## config.mk

```make
export PLATFORM = sky130hd
export DESIGN_NAME = spi_cmd_queue
export DESIGN_NICKNAME = d
export VERILOG_FILES = /design/src/rtl/spi_cmd_queue.sv
export SDC_FILE = /design/constraint.sdc
export NUM_CORES = 1
export LEC_CHECK = 0
export ABC_AREA = 1
export BUFFER_PORTS_ARGS = -buffer_cell sky130_fd_sc_hd__buf_2
export CAP_MARGIN = 30
export CORE_MARGIN = 4
export CORE_UTILIZATION = 35
export CTS_CLUSTER_SIZE = 8
export DETAILED_ROUTE_END_ITERATION = 6
export PLACE_DENSITY = 0.52
export SKIP_CTS_REPAIR_TIMING = 1
export SYNTH_ARGS = -nofsm -noshare
export SYNTH_HDL_FRONTEND = slang
export SYNTH_SLANG_ARGS = --single-unit
```

## constraint.sdc

```tcl
create_clock -name clk -period 3.4 [get_ports clk]
set_clock_uncertainty 0.15 [all_clocks]
set_input_delay 0.51 -clock clk [delete_from_list [all_inputs] [get_ports clk]]
set_output_delay 0.51 -clock clk [all_outputs]
set_load 0.02 [all_outputs]
```

## src/rtl/spi_cmd_queue.sv

```systemverilog
// -----------------------------------------------------------------------------
// spi_cmd_queue
// Command queue and transaction sequencer placed in front of spi_master.
// Commands (payload, chip address, length) are buffered in a small FIFO,
// issued one at a time over the master's start_trans/busy handshake, and each
// completed rx_data word is stored together with its chip address in a result
// FIFO. Back-to-back transfers are separated by a guaranteed idle gap.
//
// Ports
//   clk, rst                    system clock, asynchronous active-low reset
//   cmd_valid/ready/data/addr/len   producer side, ready/valid
//   rsp_valid/ready/data/addr       consumer side, ready/valid
//   start_trans, busy, tx_data, chipADDRS, transaction_length, rx_data
//                               handshake and data towards spi_master
//   cmd_count, rsp_count        FIFO occupancy (one extra bit: full != empty)
// -----------------------------------------------------------------------------
module spi_cmd_queue #(
    parameter  int SLAVE_COUNT = 8,
    parameter  int DEPTH       = 4,
    parameter  int GAP_CYCLES  = 2,
    localparam int AW          = (SLAVE_COUNT > 1) ? $clog2(SLAVE_COUNT) : 1,
    localparam int CW          = $clog2(DEPTH) + 1
) (
    input  logic          clk,
    input  logic          rst,
    input  logic          cmd_valid,
    output logic          cmd_ready,
    input  logic [31:0]   cmd_data,
    input  logic [AW-1:0] cmd_addr,
    input  logic [1:0]    cmd_len,
    output logic          rsp_valid,
    input  logic          rsp_ready,
    output logic [31:0]   rsp_data,
    output logic [AW-1:0] rsp_addr,
    output logic          start_trans,
    input  logic          busy,
    output logic [31:0]   tx_data,
    output logic [AW-1:0] chipADDRS,
    output logic [1:0]    transaction_length,
    input  logic [31:0]   rx_data,
    output logic [CW-1:0] cmd_count,
    output logic [CW-1:0] rsp_count
);
    localparam int PW       = (DEPTH > 1) ? $clog2(DEPTH) : 1;
    localparam int GW       = (GAP_CYCLES > 1) ? $clog2(GAP_CYCLES) : 1;
    localparam int GAP_LOAD = (GAP_CYCLES > 0) ? GAP_CYCLES - 1 : 0;

    localparam logic [CW-1:0] CNT_ZERO = {CW{1'b0}};
    localparam logic [CW-1:0] CNT_ONE  = CW'(1'b1);
    localparam logic [CW-1:0] CNT_FULL = CW'(DEPTH);
    localparam logic [PW-1:0] PTR_ZERO = {PW{1'b0}};
    localparam logic [PW-1:0] PTR_ONE  = PW'(1'b1);
    localparam logic [GW-1:0] GAP_ZERO = {GW{1'b0}};
    localparam logic [GW-1:0] GAP_ONE  = GW'(1'b1);

    typedef enum logic [2:0] {
        S_IDLE      = 3'd0,
        S_LAUNCH    = 3'd1,
        S_WAIT_BUSY = 3'd2,
        S_WAIT_DONE = 3'd3,
        S_CAPTURE   = 3'd4,
        S_GAP       = 3'd5
    } state_t;

    state_t        r_state;
    state_t        w_state_nxt;

    logic [31:0]   r_cmd_data [DEPTH];
    logic [AW-1:0] r_cmd_addr [DEPTH];
    logic [1:0]    r_cmd_len  [DEPTH];
    logic [PW-1:0] r_cmd_wr;
    logic [PW-1:0] r_cmd_rd;
    logic [CW-1:0] r_cmd_count;

    logic [31:0]   r_rsp_data [DEPTH];
    logic [AW-1:0] r_rsp_addr [DEPTH];
    logic [PW-1:0] r_rsp_wr;
    logic [PW-1:0] r_rsp_rd;
    logic [CW-1:0] r_rsp_count;

    logic [31:0]   r_tx_data;
    logic [AW-1:0] r_chip_addr;
    logic [1:0]    r_len;
    logic          r_start;
    logic [GW-1:0] r_gap_cnt;

    logic          w_cmd_push;
    logic          w_cmd_pop;
    logic          w_rsp_push;
    logic          w_rsp_pop;
    logic          w_gap_load;

    // cmd_ready looks only at the registered count, so a full FIFO never
    // accepts a push even when the sequencer pops in the same cycle.
    assign cmd_ready          = (r_cmd_count != CNT_FULL);
    assign rsp_valid          = (r_rsp_count != CNT_ZERO);
    assign w_cmd_push         = cmd_valid & cmd_ready;
    assign w_rsp_pop          = rsp_valid & rsp_ready;
    assign cmd_count          = r_cmd_count;
    assign rsp_count          = r_rsp_count;
    assign rsp_data           = r_rsp_data[r_rsp_rd];
    assign rsp_addr           = r_rsp_addr[r_rsp_rd];
    assign start_trans        = r_start;
    assign tx_data            = r_tx_data;
    assign chipADDRS          = r_chip_addr;
    assign transaction_length = r_len;

    // Command FIFO storage; contents are qualified by the count, so no reset
    always_ff @(posedge clk) begin
        if (w_cmd_push) begin
            r_cmd_data[r_cmd_wr] <= cmd_data;
            r_cmd_addr[r_cmd_wr] <= cmd_addr;
            r_cmd_len[r_cmd_wr]  <= cmd_len;
        end
    end

    // Command FIFO pointers and occupancy
    always_ff @(posedge clk or negedge rst) begin
        if (!rst) begin
            r_cmd_wr    <= PTR_ZERO;
            r_cmd_rd    <= PTR_ZERO;
            r_cmd_count <= CNT_ZERO;
        end else begin
            if (w_cmd_push) r_cmd_wr <= r_cmd_wr + PTR_ONE;
            if (w_cmd_pop)  r_cmd_rd <= r_cmd_rd + PTR_ONE;
            case ({w_cmd_push, w_cmd_pop})
                2'b10:   r_cmd_count <= r_cmd_count + CNT_ONE;
                2'b01:   r_cmd_count <= r_cmd_count - CNT_ONE;
                default: r_cmd_count <= r_cmd_count;
            endcase
        end
    end

    // Result FIFO storage; head is shown combinationally on rsp_data/rsp_addr
    always_ff @(posedge clk) begin
        if (w_rsp_push) begin
            r_rsp_data[r_rsp_wr] <= rx_data;
            r_rsp_addr[r_rsp_wr] <= r_chip_addr;
        end
    end

    // Result FIFO pointers and occupancy
    always_ff @(posedge clk or negedge rst) begin
        if (!rst) begin
            r_rsp_wr    <= PTR_ZERO;
            r_rsp_rd    <= PTR_ZERO;
            r_rsp_count <= CNT_ZERO;
        end else begin
            if (w_rsp_push) r_rsp_wr <= r_rsp_wr + PTR_ONE;
            if (w_rsp_pop)  r_rsp_rd <= r_rsp_rd + PTR_ONE;
            case ({w_rsp_push, w_rsp_pop})
                2'b10:   r_rsp_count <= r_rsp_count + CNT_ONE;
                2'b01:   r_rsp_count <= r_rsp_count - CNT_ONE;
                default: r_rsp_count <= r_rsp_count;
            endcase
        end
    end

    // Sequencer next-state decode and FIFO push/pop strobes
    always_comb begin
        w_state_nxt = r_state;
        w_cmd_pop   = 1'b0;
        w_rsp_push  = 1'b0;
        w_gap_load  = 1'b0;
        case (r_state)
            S_IDLE: begin
                // A free result slot is required before launching, so the
                // capture push can never overflow the result FIFO.
                if ((r_cmd_count != CNT_ZERO) && (r_rsp_count != CNT_FULL)) begin
                    w_state_nxt = S_LAUNCH;
                    w_cmd_pop   = 1'b1;
                end else begin
                    w_state_nxt = S_IDLE;
                end
            end
            S_LAUNCH: begin
                w_state_nxt = S_WAIT_BUSY;
            end
            S_WAIT_BUSY: begin
                if (busy) w_state_nxt = S_WAIT_DONE;
                else      w_state_nxt = S_WAIT_BUSY;
            end
            S_WAIT_DONE: begin
                if (!busy) w_state_nxt = S_CAPTURE;
                else       w_state_nxt = S_WAIT_DONE;
            end
            S_CAPTURE: begin
                w_rsp_push = 1'b1;
                if (GAP_CYCLES > 0) begin
                    w_state_nxt = S_GAP;
                    w_gap_load  = 1'b1;
                end else begin
                    w_state_nxt = S_IDLE;
                end
            end
            S_GAP: begin
                if (r_gap_cnt == GAP_ZERO) w_state_nxt = S_IDLE;
                else                       w_state_nxt = S_GAP;
            end
            default: begin
                w_state_nxt = S_IDLE;
            end
        endcase
    end

    // Sequencer state and registered start_trans decode (high only in LAUNCH)
    always_ff @(posedge clk or negedge rst) begin
        if (!rst) begin
            r_state <= S_IDLE;
            r_start <= 1'b0;
        end else begin
            r_state <= w_state_nxt;
            r_start <= (w_state_nxt == S_LAUNCH);
        end
    end

    // Inter-transfer gap down-counter
    always_ff @(posedge clk or negedge rst) begin
        if (!rst) begin
            r_gap_cnt <= GAP_ZERO;
        end else if (w_gap_load) begin
            r_gap_cnt <= GW'(GAP_LOAD);
        end else if ((r_state == S_GAP) && (r_gap_cnt != GAP_ZERO)) begin
            r_gap_cnt <= r_gap_cnt - GAP_ONE;
        end else begin
            r_gap_cnt <= r_gap_cnt;
        end
    end

    // Holding registers towards the master, loaded as the head is popped
    always_ff @(posedge clk or negedge rst) begin
        if (!rst) begin
            r_tx_data   <= 32'h0000_0000;
            r_chip_addr <= {AW{1'b0}};
            r_len       <= 2'b00;
        end else if (w_cmd_pop) begin
            r_tx_data   <= r_cmd_data[r_cmd_rd];
            r_chip_addr <= r_cmd_addr[r_cmd_rd];
            r_len       <= r_cmd_len[r_cmd_rd];
        end else begin
            r_tx_data   <= r_tx_data;
            r_chip_addr <= r_chip_addr;
            r_len       <= r_len;
        end
    end

endmodule

```

=== Word level (Yosys, flattened, before mapping) ===
Memories as Yosys holds them, arrays and structs flattened. A register that Yosys moved wholly into a read port is not among the register bits.
Cells that the tools add are included.

* Reduce and logical (&&, ||, !) cells: 11
* Equality and inequality tests: 12
* Add/subtract/negate cells: 9
* Bitwise gates (word level): 2
* Multiplexer cells: 16

{| class="wikitable"
|+ Operators with widths
! kind !! number
|-
| 3-bit one-hot mux with 6 select lines || 1
|-
| 3-bit one-hot mux with 2 select lines || 2
|-
| 1-bit two-way mux || 11
|-
| 2-bit by 1-bit adder with 2-bit output, second input constant || 4
|-
| 3-bit by 1-bit adder with 3-bit output, second input constant || 2
|-
| 3-bit by 1-bit == test with 1-bit output, second input constant || 2
|-
| 3-bit by 2-bit == test with 1-bit output, second input constant || 2
|-
| 3-bit == test, second input constant || 2
|-
| 3-bit two-way mux || 2
|-
| 3-bit inequality test, second input constant || 2
|-
| 2-bit nonzero test || 3
|-
| 3-bit nonzero test || 2
|-
| 3-bit by 1-bit subtractor with 3-bit output, second input constant || 2
|-
| 2-bit by 1-bit == test with 1-bit output, second input constant || 2
|-
| 2-bit == test, second input constant || 2
|-
| 1-bit zero test || 3
|-
| 3-bit zero test || 1
|-
| 1-bit AND || 2
|-
| 1-bit logical AND || 2
|-
| 1-bit subtractor, second input constant || 1
|}

* Input bits: 74
* Register bits: 19
* Memories: 5
* RAM bits: 288

{| class="wikitable"
|+ Memories
! memory !! words !! width !! read ports !! clocked after Yosys merged registers in !! wr ports !! line !! text
|-
| r_cmd_data || 4 || 32 || 1 || 1 || 1 || 68 || <nowiki>logic [31:0] r_cmd_data [DEPTH];</nowiki>
|-
| r_rsp_data || 4 || 32 || 1 || 0 || 1 || 75 || <nowiki>logic [31:0] r_rsp_data [DEPTH];</nowiki>
|-
| r_cmd_addr || 4 || 3 || 1 || 1 || 1 || 69 || <nowiki>logic [AW-1:0] r_cmd_addr [DEPTH];</nowiki>
|-
| r_rsp_addr || 4 || 3 || 1 || 0 || 1 || 76 || <nowiki>logic [AW-1:0] r_rsp_addr [DEPTH];</nowiki>
|-
| r_cmd_len || 4 || 2 || 1 || 1 || 1 || 70 || <nowiki>logic [1:0] r_cmd_len [DEPTH];</nowiki>
|}

=== Depth between registers and ports, before layout ===
Gate-level depths: netlist of the first run.

* Word-level depth: 6
* Gate-level depth with buffers: 12
* Mapped depth without buffers: 11

=== Worst setup path before layout of the first run ===
OpenSTA, ideal clock, no wires.

* Kind: flip-flop to flip-flop
* Start: reg r_cmd_count[0], in the netlist cmd_count[0]
* End: mem r_cmd_addr[0][0] (netlist bit) (enable)
* Slack: 257 ps
* Setup time: 431 ps
* Clock period less this slack: 3143 ps
* Stages on the path, launching flop included: 5
* Arrival time: 2562 ps
* Data required time: 2819 ps
* Path buffers: 0
* Cell sequence: dfrtp_1 -> nor2_1 -> nand2_1 -> nand2_2 -> nor2_1

* Longest elaborated chain between the ends: 4

{| class="wikitable"
|+ Ends and longest elaborated chain
! item !! line !! text
|-
| start: declaration || 73 || <nowiki>logic [CW-1:0] r_cmd_count;</nowiki>
|-
| start signal: assignment || 127 || <nowiki>2'b10: r_cmd_count <= r_cmd_count + CNT_ONE;</nowiki>
|-
| start signal: assignment || 128 || <nowiki>2'b01: r_cmd_count <= r_cmd_count - CNT_ONE;</nowiki>
|-
| start signal: assignment || 129 || <nowiki>default: r_cmd_count <= r_cmd_count;</nowiki>
|-
| 3-bit inequality test || 95 || <nowiki>assign cmd_ready = (r_cmd_count != CNT_FULL);</nowiki>
|-
| via cmd_ready || 27 || <nowiki>output logic cmd_ready,</nowiki>
|-
| 1-bit AND || 97 || <nowiki>assign w_cmd_push = cmd_valid & cmd_ready;</nowiki>
|-
| 1-bit two-way mux || 110 || <nowiki>if (w_cmd_push) begin</nowiki>
|-
| 1-bit two-way mux (implied by the code) || 112 || <nowiki>r_cmd_addr[r_cmd_wr] <= cmd_addr;</nowiki>
|-
| end: declaration || 69 ||
|}

The timed path passes the listed nets, and every way through them passes these cells.

=== Worst setup path after layout of the first run ===
* Start: reg r_rsp_rd[0]
* End: out rsp_data[12]

* Longest elaborated chain between the ends: 1

{| class="wikitable"
|+ Ends and longest elaborated chain
! item !! line !! text
|-
| start: declaration || 78 || <nowiki>logic [PW-1:0] r_rsp_rd;</nowiki>
|-
| start signal: assignment || 150 || <nowiki>if (w_rsp_pop) r_rsp_rd <= r_rsp_rd + PTR_ONE;</nowiki>
|-
| memory read 4 x 32 bit || -- ||
|-
| end: declaration || 33 || <nowiki>output logic [31:0] rsp_data,</nowiki>
|}

Every way passes these cells.

==> impl_metrics.csv, run 1 <==
group,metric,value,unit
status,status,"finished, violations left",
status,violations,"negative hold slack",
die,initial_core_util,35.6,%
worst_setup_path,timing.critical_path.buf_inv,2,
timing,fin_hold_ws,-0.0188,ns
global_routing,groute.usage.overall,14.8,%
synth,synth_compound_gate_area_share,4.31,%
synth,post_synth_fa_ha_maj_area_fraction,1.19,%
timing,setup_tns,0,ns
global_routing,grt_antenna_before_repair,6,
synth,synth_top_area_share,62.4,%
pwr,clockPowerShare,29.2,%
worst_setup_path,slowest_delay,0.56,ns
clock_network,tritoncts_clock_tree,"done",
timing,finalCritPeriodShare,83.7,%
clock_network,cts_inserted_buffers,49,
pwr,power.net_switching,5700,uW
routing,first_pass_iters,4,
timing,max_clock_freq,0.351,GHz
synth,combinational_family_with_the_most_area_after_synthesis,"simple AND/OR/NAND/NOR gates",
synth,flop_and_latch_count_out_of_synthesis,344,
timing,finalSetupViolations,0,
worst_setup_path,end_kind,"output pin",
clock_network,clk_latency,0.55,ns
synth,synth_xor_area_share,0.505,%
synth,synth_area_per_cell,11.6,um^2
timing,relSlewSlack,37.3,%
pwr,p_per_area,913,nW/um^2
place,place.detailed.hpwl,18100,um
synth,post_synth_mux_area_share,0.0812,%
timing,hold_viol_final,18,
global_routing,global_route.overflow_total,0,
die,core_region_area,38900,um^2
pwr,seq_power_share,37.3,%
synth,synth_simple_gate_area_share,14.5,%
worst_setup_path,crit_family,"buffers and inverters",
synth,netlist_instances,1197,
clock_network,cts.sink_count,344,
place,finalWeightedCongestion,0.757,
worst_setup_path,cp_max_fo,71,
pwr,internal_power,9710,uW
final_layout,finalNetCount,1473,
pwr,switching_share,37.0,%
die,boundaryPins,155,
clock_network,clock_tree.root_cell,"clkbuf_16",
routing,routed_wire_length_per_instance,16.6,um
global_routing,grt_pass1_vias,8726,
routing,detailedRoute.firstIterationViolations,542,
synth,synth_cell_types,30,
place,port_buffers,154,
final_layout,final_cell_mix,"nand2_1, edfxtp_1, inv_1",
timing,finalMaxSlewViolations,0,
routing,ant_nets,0,
worst_setup_path,timing.critical_path.cells,"buf_4 > o21ai_0 > o22ai_1 > buf_2",
worst_setup_path,start_kind,"register",
pwr,combinationalPowerShare,33.5,%
final_layout,layout.cells.most_common,"nand2_1",
worst_setup_path,critical_path.slowest_cell,"buf_4",
routing,detail_route.drc_violations,0,
die,die_area,42900,um^2
synth,post_synthesis_sequential_area_ratio,72.5,%
synth,synthDominantAreaCellType,"edfxtp_1",
final_layout,final_standard_cell_utilization_of_the_core,43.4,%
place,post_dp_cell_area,15200,um^2
pwr,p_leak,0.00715,uW
global_routing,grt_pass1_wl,50400,um
timing,period_minus_slack,2.85,ns
worst_setup_path,worst_ep_required_time,2.74,ns
routing,num_vias,8796,
synth,yosys_warnings,0,
final_layout,filler_cells_inserted,3662,
hold_path,hold_class,"input port to asynchronous set/reset pin",
timing,unrepaired_setup_endpoints_after_global_routing,"false",
clock_network,clock_tree.htree_level_count,2,
routing,postRouteWirelength,32400,um
run,cap_violations,0,
timing,worst_slew_pin_slew,0.941,ns
final_layout,synthToLayoutAreaGrowth,21.8,%
die,die_width,207,um
synth,synthTopCellsByArea,"edfxtp_1, dfrtp_1, nand2_1, inv_1, nand3_1",
global_routing,grt_start_max_net_pins,77,
final_layout,final_cell_area,16900,um^2
final_layout,drive_above_1_share,18.5,%
routing,post_drt_via_cell_ratio,4.52,
synth,netlist_area,13900,um^2
worst_setup_path,worst-endpoint-arrival,2.19,ns
die,die_height,207,um
synth,syn-num-nets,1283,
pwr,irDropWorstVdd,500,uV
clock_network,clkTransAtPathRegs,0.05,ns
clock_network,buffer_depth_of_the_longest_clock_path,3,
worst_setup_path,timing_worst_setup_path_type,"register to output pin",
die,std_cell_rows,72,
power by group through the flow:
stage	logic (uW)	registers (uW)	clock network, uW
after floorplan	3260	6090	0
after global placement	5180	5810	0
after detailed placement	5240	5820	0
after CTS	5270	5750	4640
after global routing	5790	5820	4820
final	5160	5750	4500
area by class of cell:
| cell class | count | area, um^2 | area share [%] |
|---|---|---|---|
| Antenna cell | 1 | 2.50 | 0.0148 |
| Clock buffer | 89 | 1400 | 8.28 |
| Clock inverter | 3 | 45.0 | 0.267 |
| Inverter | 175 | 657 | 3.89 |
| Multi-Input combinational cell | 623 | 2920 | 17.3 |
| Sequential cell | 344 | 10100 | 59.6 |
| Tap cell | 518 | 648 | 3.84 |
| Timing Repair Buffer | 194 | 1160 | 6.85 |
registers in the layout (all words and copies together), names as in the netlist:
signal,flops
r_rsp_wr,2
r_rsp_data,128
start_trans,1
r_cmd_data,128
r_cmd_addr,12
r_state,3
r_cmd_rd,2
r_rsp_rd,2
r_rsp_addr,12
tx_data,32
cmd_count,3
r_gap_cnt,1
chipADDRS,3
transaction_length,2
r_cmd_wr,2
r_cmd_len,8
rsp_count,3
path summary, 6_finish.rpt:
kind | slack [ns] | cells past startpoint | start | to
max in group asynchronous | 2.47 | 2 | rst | r_cmd_rd[0]
worst min register to register | 0.32 | 2 | tx_data[7] | tx_data[7]
worst max-delay path | 0.55 | 4 | r_rsp_rd[0] | rsp_data[12]
worst max register to register | 1.18 | 6 | r_state[1] | r_rsp_data[0][26]
worst min-delay path | -0.02 | 2 | rst | tx_data[31]
min in group clk | 0.02 | 1 | cmd_data[16] | r_cmd_data[3][16]
metal layers:
metal	vias to the layer above	routed length, um	global-route usage [%]
met5	-	49	0
met4	10	574	3.97
met3	58	1660	4.07
met2	199	15200	23.9
met1	4187	14800	19.8
li1	4342	-	-
cell usage after synthesis:
cell,instances
o21ai_0,63
o211ai_1,1
ha_1,10
buf_2,26
buf_8,1
nand2_1,307
clkbuf_1,15
a21oi_1,2
nand3b_1,1
xor2_1,5
buf_1,3
edfxtp_1,288
nand2_4,1
o21ai_1,9
xnor2_1,3
nand3_1,77
nor2_2,1
buf_4,6
buf_6,4
o22ai_1,35
dfrtp_1,56
nor2_1,85
inv_2,5
nor3_1,2
mux2_2,1
inv_1,170
fa_1,2
nand2_2,15
nand4_1,2
nor2_4,1
stage by stage:
stage               cells  hold WS (ns)  setup slack, ns  total power (uW)
finish               1947       -0.0188            0.554             15400
global route         1947    -0.0000911            0.355             16400
CTS                  1927       -0.0270            0.494             15700
detailed placement   1835         0.310             1.11             11100
global placement     1835         0.309             1.14             11000
floorplan            1197        0.0644            0.257              9340
cells by family after synthesis:
group | after synthesis
XOR/XNOR | 8
buffers and inverters | 230
adder cells (fa/ha/maj) | 12
flip-flops | 344
AND/OR/NAND/NOR | 492
AO/OA/AOI/OAI | 110
multiplexers | 1
(Power assumes the default switching activity.)
==> run 2, diff against run 1 <==
- clock period: 3.4 -> 2.9 ns (I/O delays scaled with it)
==> run 2 against run 1 <==
Effect of this change:
- the run now ends clean
- die area did not move
- sequential power rose by 17%
- via count rose by 2.6%
- final cell count increased by 2.7%
- clock-buffer cell count down 2
- critical path depth stayed put
- register-to-register slack got worse by 0.51 ns
- combinational power is 20% higher
- global-route usage about the same
- flip-flop and latch count did not move
- non-clock buffer count is 55 higher
- routed wire length is 0.54% higher
- critical path type unchanged
- largest cell class unchanged
- largest power group unchanged
==> impl_metrics.csv, run 2 (synthesis gave the netlist of run 1 again) <==
group,metric,value,unit
clock_network,cts_inserted_buffers,49,
timing,max_clock_freq,0.385,GHz
final_layout,finalNetCount,1528,
pwr,clockPowerShare,29.1,%
global_routing,grt_start_max_net_pins,77,
clock_network,tritoncts_clock_tree,"done",
worst_setup_path,origin_of_the_worst_setup_path,"r_rsp_rd[0]",
clock_network,clock_tree.htree_level_count,2,
final_layout,final_cell_mix,"nand2_1, edfxtp_1, inv_1",
pwr,seq_power_share,36.9,%
worst_setup_path,crit_family,"buffers and inverters",
worst_setup_path,end_kind,"output pin",
routing,routed_wire_length_per_instance,16.3,um
routing,post_drt_via_cell_ratio,4.51,
timing,unrepaired_setup_endpoints_after_global_routing,"false",
routing,postRouteWirelength,32500,um
run,cap_violations,0,
routing,num_vias,9021,
global_routing,grt_antenna_before_repair,0,
final_layout,insertedDiodeCount,0,
final_layout,synthToLayoutAreaGrowth,26.1,%
timing,relSlewSlack,40.2,%
routing,first_pass_iters,5,
worst_setup_path,rr_startpoint,"r_state[1]",
timing,hold_viol_final,0,
global_routing,grt_pass1_wl,50800,um
timing,finalMaxSlewViolations,0,
clock_network,cts.sink_count,344,
worst_setup_path,worstReg2RegEnd,"rsp_count[2]",
timing,setup_tns,0,ns
timing,finalSetupViolations,0,
timing,period_minus_slack,2.60,ns
final_layout,layout.cells.most_common,"nand2_1",
pwr,p_per_area,1040,nW/um^2
worst_setup_path,timing_worst_setup_path_type,"register to output pin",
die,die_height,207,um
global_routing,groute.usage.overall,14.8,%
worst_setup_path,slowest_delay,0.40,ns
die,std_cell_rows,72,
global_routing,grt_pass1_vias,8908,
worst_setup_path,timing.critical_path.cells,"buf_4 > o21ai_0 > o22ai_1 > buf_2",
worst_setup_path,timing.reg2reg.worst_path_depth,10,
hold_path,hold_class,"input port to register",
routing,ant_nets,0,
pwr,p_leak,0.00740,uW
worst_setup_path,cp_max_fo,44,
status,status,"finished clean",
die,initial_core_util,35.6,%
worst_setup_path,ff2ff_setup_slack,0.67,ns
pwr,power.net_switching,6720,uW
place,port_buffers,154,
clock_network,buffer_depth_of_the_longest_clock_path,3,
die,boundaryPins,155,
routing,detail_route.drc_violations,0,
die,die_width,207,um
pwr,internal_power,11500,uW
timing,finalCritPeriodShare,89.6,%
clock_network,clock_tree.root_cell,"clkbuf_16",
die,core_region_area,38900,um^2
clock_network,clkTransAtPathRegs,0.05,ns
place,place.detailed.hpwl,18400,um
final_layout,drive_above_1_share,18.2,%
worst_setup_path,critical_path.slowest_cell,"dfrtp_2",
timing,worst_slew_pin_slew,0.896,ns
worst_setup_path,timing.critical_path.buf_inv,2,
pwr,switching_share,36.8,%
hold_path,hold-path-cell-count,4,
routing,detailedRoute.firstIterationViolations,442,
final_layout,filler_cells_inserted,3612,
worst_setup_path,worst_ep_required_time,2.32,ns
clock_network,clk_latency,0.56,ns
hold_path,min_delay_worst_endpoint,"r_state[2]",
hold_path,holdCritStartpoint,"busy",
die,die_area,42900,um^2
worst_setup_path,start_kind,"register",
global_routing,global_route.overflow_total,0,
pwr,combinationalPowerShare,33.9,%
place,finalWeightedCongestion,0.726,
pwr,irDropWorstVdd,671,uV
worst_setup_path,worst-endpoint-arrival,2.01,ns
final_layout,final_standard_cell_utilization_of_the_core,44.9,%
==> run 2: stage by stage <==
| stage | cell area [um^2] | hold WS [ns] | power (uW) | setup slack, ns | cells |
|---|---|---|---|---|---|
| 6_report | 17500 | 0.0333 | 18200 | 0.303 | 1999 |
| 5_1_grt | 17500 | 0.0219 | 19500 | 0.157 | 1999 |
| 4_1_cts | 16800 | -0.105 | 18500 | 0.221 | 1929 |
| 3_5_place_dp | 15300 | 0.310 | 13000 | 0.648 | 1839 |
| 3_3_place_gp | 15300 | 0.307 | 13000 | 0.696 | 1839 |
| 2_1_floorplan | 13900 | -0.0106 | 11000 | -0.243 | 1197 |
==> run 2: cell type report <==
type / count / area, um^2 / share of cell area, %
clock buffer: 87 / 1410 / 8.07
clock inverter: 3 / 41.3 / 0.236
inverter: 175 / 657 / 3.76
multi-input combinational: 623 / 2920 / 16.7
sequential: 344 / 10100 / 57.5
tap: 518 / 648 / 3.71
timing repair buffer: 249 / 1750 / 10.0
==> run 2: metal layers <==
metal | global-route usage (%) | wire length (um) | part of all wire, %
met4 | 4.04 | 554 | 1.7
met5 | 0 | 0 | 0
met3 | 4.21 | 1790 | 5.5
met1 | 19.5 | 14600 | 45
met2 | 24.2 | 15600 | 48
==> run 2: worst max path at each step <==
stage,end,slack [ns],cells past startpoint
floorplan,r_cmd_addr[0][0],-0.24,4
global placement,rsp_count[2],0.70,10
detailed placement,rsp_count[2],0.65,10
CTS,rsp_addr[2],0.22,4
global route,rsp_addr[2],0.16,4
finish,rsp_addr[2],0.30,4
==> run 2: worst reg2reg max path, cell delays in order (launching register included) <==
cell	delay [ns]
dfrtp_1	0.36
inv_2	0.06
nand2_2	0.06
inv_2	0.05
nand2_1	0.40
ha_1	0.27
inv_1	0.07
fa_1	0.38
nand2_1	0.08
nand3b_1	0.09
xor2_1	0.15
==> run 2: power by group through the flow <==
stage	clock network [uW]	logic, uW	registers [uW]
2_1_floorplan	0	3820	7140
3_3_place_gp	0	6160	6800
3_5_place_dp	0	6230	6820
4_1_cts	5480	6260	6740
5_1_grt	5730	6950	6820
6_report	5310	6190	6740
